==> config.mk <==
export PLATFORM = sky130hd
export DESIGN_NAME = decoder_pulse
export DESIGN_NICKNAME = d
export VERILOG_FILES = /design/src/rtl/decoder_pkg.sv /design/src/rtl/onehot_dec.sv /design/src/rtl/decoder_pulse.sv
export SDC_FILE = /design/constraint.sdc
export NUM_CORES = 1
export LEC_CHECK = 0
export ABC_CLOCK_PERIOD_IN_PS = 1400
export CORE_AREA = 2 2 39 41
export CTS_BUF_LIST = sky130_fd_sc_hd__clkbuf_8
export CTS_CLUSTER_DIAMETER = 50
export DETAILED_ROUTE_END_ITERATION = 7
export DIE_AREA = 0 0 41 43
export SYNTH_ARGS = -nofsm -noshare
export SYNTH_HDL_FRONTEND = slang
export SYNTH_SLANG_ARGS = --single-unit
==> constraint.sdc <==
create_clock -name clk -period 1.4 [get_ports clk]
set_clock_uncertainty 0.15 [all_clocks]
set_input_delay 0.28 -clock clk [delete_from_list [all_inputs] [get_ports clk]]
set_output_delay 0.28 -clock clk [all_outputs]
set_load 0.05 [all_outputs]
==> src/rtl/decoder_pkg.sv <==
// Shared constants and state type for the registered one-hot decoder.
package decoder_pkg;

  localparam int unsigned MODE_LEVEL = 0;
  localparam int unsigned MODE_PULSE = 1;

  localparam logic ST_IDLE  = 1'b0;
  localparam logic ST_PULSE = 1'b1;

  typedef enum logic {
    StIdle  = ST_IDLE,
    StPulse = ST_PULSE
  } state_e;

endpackage

==> src/rtl/onehot_dec.sv <==
// Combinational index-to-one-hot decoder with an in-range flag.
module onehot_dec #(
  parameter int unsigned IN_W  = 2,
  parameter int unsigned OUT_W = 4
) (
  input  logic [IN_W-1:0]  in_i,
  input  logic             en_i,
  output logic [OUT_W-1:0] onehot_o,
  output logic             in_range_o
);

  // Widen before comparing so OUT_W == 2**IN_W cannot truncate.
  always_comb begin
    in_range_o = (32'(in_i) < OUT_W);
    onehot_o   = '0;
    for (int unsigned i = 0; i < OUT_W; i++) begin
      onehot_o[i] = en_i && (32'(in_i) == i);
    end
  end

endmodule

==> src/rtl/decoder_pulse.sv <==
// Registered one-hot decoder with valid/ready input, level or pulse output mode,
// and sticky out-of-range error flag.
module decoder_pulse
  import decoder_pkg::*;
#(
  parameter int unsigned IN_W      = 2,
  parameter int unsigned OUT_W     = 4,
  parameter int unsigned MODE      = 0,
  parameter int unsigned PULSE_LEN = 1
) (
  input  logic             clk,
  input  logic             rst_n,
  input  logic [IN_W-1:0]  in_i,
  input  logic             en_i,
  input  logic             valid_i,
  output logic             ready_o,
  output logic [OUT_W-1:0] out_o,
  output logic             busy_o,
  output logic             err_o,
  input  logic             err_clr_i
);

  logic [OUT_W-1:0] onehot;
  logic             in_range;
  logic             accept;
  logic             hit;
  logic             bad;
  logic [OUT_W-1:0] out_q, out_d;
  logic             err_q, err_d;

  onehot_dec #(
    .IN_W (IN_W),
    .OUT_W(OUT_W)
  ) u_dec (
    .in_i      (in_i),
    .en_i      (en_i),
    .onehot_o  (onehot),
    .in_range_o(in_range)
  );

  assign accept = valid_i & ready_o;
  assign hit    = en_i & in_range;
  assign bad    = accept & en_i & ~in_range;

  // Set has priority over a same-cycle clear.
  always_comb begin
    err_d = err_q;
    if (bad) begin
      err_d = 1'b1;
    end else if (err_clr_i) begin
      err_d = 1'b0;
    end
  end

  always_ff @(posedge clk or negedge rst_n) begin
    if (!rst_n) begin
      err_q <= 1'b0;
    end else begin
      err_q <= err_d;
    end
  end

  assign err_o = err_q;
  assign out_o = out_q;

  if (MODE == MODE_LEVEL) begin : g_level
    assign ready_o = 1'b1;
    assign busy_o  = 1'b0;

    always_comb begin
      out_d = out_q;
      if (accept) begin
        out_d = onehot;
      end
    end

    always_ff @(posedge clk or negedge rst_n) begin
      if (!rst_n) begin
        out_q <= '0;
      end else begin
        out_q <= out_d;
      end
    end
  end else begin : g_pulse
    localparam int unsigned CntW = $clog2(PULSE_LEN + 1);

    state_e          state_q, state_d;
    logic [CntW-1:0] cnt_q, cnt_d;

    assign ready_o = (state_q == StIdle);
    assign busy_o  = (state_q == StPulse);

    always_comb begin
      state_d = state_q;
      cnt_d   = cnt_q;
      out_d   = out_q;
      unique case (state_q)
        StIdle: begin
          if (accept && hit) begin
            out_d   = onehot;
            cnt_d   = CntW'(PULSE_LEN - 1);
            state_d = StPulse;
          end
        end
        StPulse: begin
          // Counter holds the remaining high cycles after the current one.
          if (cnt_q != '0) begin
            cnt_d = cnt_q - 1'b1;
          end else begin
            out_d   = '0;
            state_d = StIdle;
          end
        end
        default: begin
          out_d   = '0;
          state_d = StIdle;
        end
      endcase
    end

    always_ff @(posedge clk or negedge rst_n) begin
      if (!rst_n) begin
        state_q <= StIdle;
        cnt_q   <= '0;
        out_q   <= '0;
      end else begin
        state_q <= state_d;
        cnt_q   <= cnt_d;
        out_q   <= out_d;
      end
    end
  end

endmodule
==> impl_metrics.toml, run 1 <==
[critical_path]
cp.arrival_ps = 770
cp_data_required_time_ps = 970
cpMaxStageDelayCell = "dfrtp_1"
crit_chain = "buf_12"
worst-path-buf-inv = 1
crit_path_start_kind = "register"
cpLargestDelayFamily = "flip-flops"
crit_type = "reg2out"
endpoint_kind = "output pin"
crit_fanout = 2
critPathMaxStageDelay_ps = 400

[cts]
clk_pin_slew_ps = 30
cts.htree.levels = 1
cts_setup_buffers = 0
cts_sinks = 4
ctsLongestPathBuffers = 2
cts_tree = "done"
clock_latency_ps = 220
cts_buffers = 3
ctsResizeCount = 0
clock-root-buffer = "clkbuf_8"
cts.hold.buffers_added = 0

[sta]
finalHoldViolations = 0
finalCritPeriodShare_pct = 86.0
hold-worst-slack_ps = 112
rsz0062_at_grt = "false"
setup_tns_ps = 0
slew_violations = 0
setup_viol_count_final = 0
fmax_mhz = 831
min_period_ps = 1200

[synthesis]
synth_top_family_by_area = "buffers and inverters"
synth_seq_area_share_pct = 52.6
synth-xor-area-share_pct = 0
syn-cell-area_sq_um = 190
synth_cells = 21
synth_cell_type_count = 7
synth_fa_ha_area_share_pct = 0
yosysWarnings = 0
synth_mux_area_share_pct = 0
synth_compound_area_share_pct = 13.2
syn_area_per_cell_sq_um = 9.06
synthSimpleGateAreaFrac_pct = 10.5
synth-seq-cells = 4

[finish]
design_area_sq_um = 363
ff_latch_area_sq_um = 100
multi_input_area_sq_um = 56.3
nFillCells = 154
diodes = 0
num-nets-final = 40
final_cell_mix = "clkdlybuf4s50_1 (5), inv_1 (4), o22ai_1 (4), dfrtp_1 (4), buf_12 (4)"
area_growth_pct = 90.8
drive_above_1_share_pct = 22.6
fin_cells = 47
layout_commonest_cell = "clkdlybuf4s50_1"
largest_reg_flops = 4

[grt]
gr-usage-met2_pct = 6.25
grt_pass1_wl_um = 517
antenna_found_initial = 0
grt_usage_pct = 5.03
first_global_vias = 152
gr-max-usage-layer = "met4"
grt_max_degree = 7
grt_use_met3_pct = 0
overflow = 0
grt_use_met1_pct = 4.84

[power_and_ir_drop]
p_total_mw = 0.471
p_sw_share_pct = 25.8
p_leak_nw = 0.158
irDropWorstVdd_v = 0.000220
cellPowerDensity_nw_per_um2 = 1300
clock_power_share_pct = 51.3
switchingPower_mw = 0.121
power.internal_mw = 0.349
comb_power_share_pct = 21.1
seq_power_share_pct = 27.6

[floorplanning]
core_area_sq_um = 1380
dieArea_sq_um = 1760
initial_core_util_pct = 13.7
die_w_um = 41
fp.dieH_um = 43
rows = 14
io_pins = 14

[detailed_routing]
drcViolationCount = 0
antenna_left = 0
drt-initial-drc-count = 3
drt_pass1_iterations = 2
wl_um = 353
vias_per_cell = 3.47
vias = 163
wire_per_inst_um = 7.51

[place]
port_buffers = 9
gp_routability_congestion = 0.556
placed_area_sq_um = 322
place_inst = 44

[flow_run]
maxCapViolCount = 0

[min_path]
hp-class = "in2async"

[status]
status = "finished, final reports clean"
==> path summary, 6_finish.rpt <==
path / start / to / slack, ps / cells past startpoint
hold reg to reg: out_o[3] / out_o[3] / 420 / 2
setup / recovery: out_o[2] / out_o[2] / 200 / 1
max in group asynchronous: rst_n / out_o[1] / 820 / 1
hold / removal: rst_n / out_o[0] / 110 / 1
setup reg to reg: out_o[0] / out_o[0] / 580 / 2
min in group clk: out_o[3] / out_o[3] / 420 / 2
==> layout make-up <==
class                           count  area share (%)
Timing Repair Buffer                9            35.9
Sequential cell                     4            27.6
Multi-Input combinational cell     11            15.5
Clock buffer                        3            11.4
Tap cell                           16            5.52
Inverter                            4            4.14
==> per-layer routing <==
layer	part of all wire, %	routed length (um)
met5	0	0
met2	46	161
met1	37	130
met3	10	37
met4	6.5	23
==> Yosys cell counts <==
cell type,n,share of area [%]
nand2b_1,2,6.6
buf_4,3,12
nand2_1,2,3.9
conb_1,2,3.9
dfrtp_1,4,53
o22ai_1,4,13
inv_1,4,7.9
==> power by group through the flow <==
stage	registers, mW	clock network [mW]	logic (mW)
after detailed placement	0.131	0	0.0997
after global placement	0.131	0	0.0991
after floorplan	0.151	0	0.0350
after global routing	0.131	0.249	0.106
after CTS	0.130	0.242	0.100
final	0.130	0.241	0.0995
==> per-stage QoR <==
stage               setup WS [ps]  utilization [%]
finish                        197             26.2
global route                  182             26.2
CTS                           189             26.2
detailed placement           72.4             23.2
global placement              111             23.2
floorplan                     340                -
==> logic make-up after synthesis <==
logic type      count (synthesis)
flops                           4
simple gates                    4
compound gates                  4
other cells                     2
buf+inv                         7
No activity file was read; power rests on OpenSTA's default activity.
==> run 2, diff against run 1 <==
CAP_MARGIN = 5   (was default)
==> results of run 2 <==
No change in the layout: final DEF, timing and power equal those of run 1.
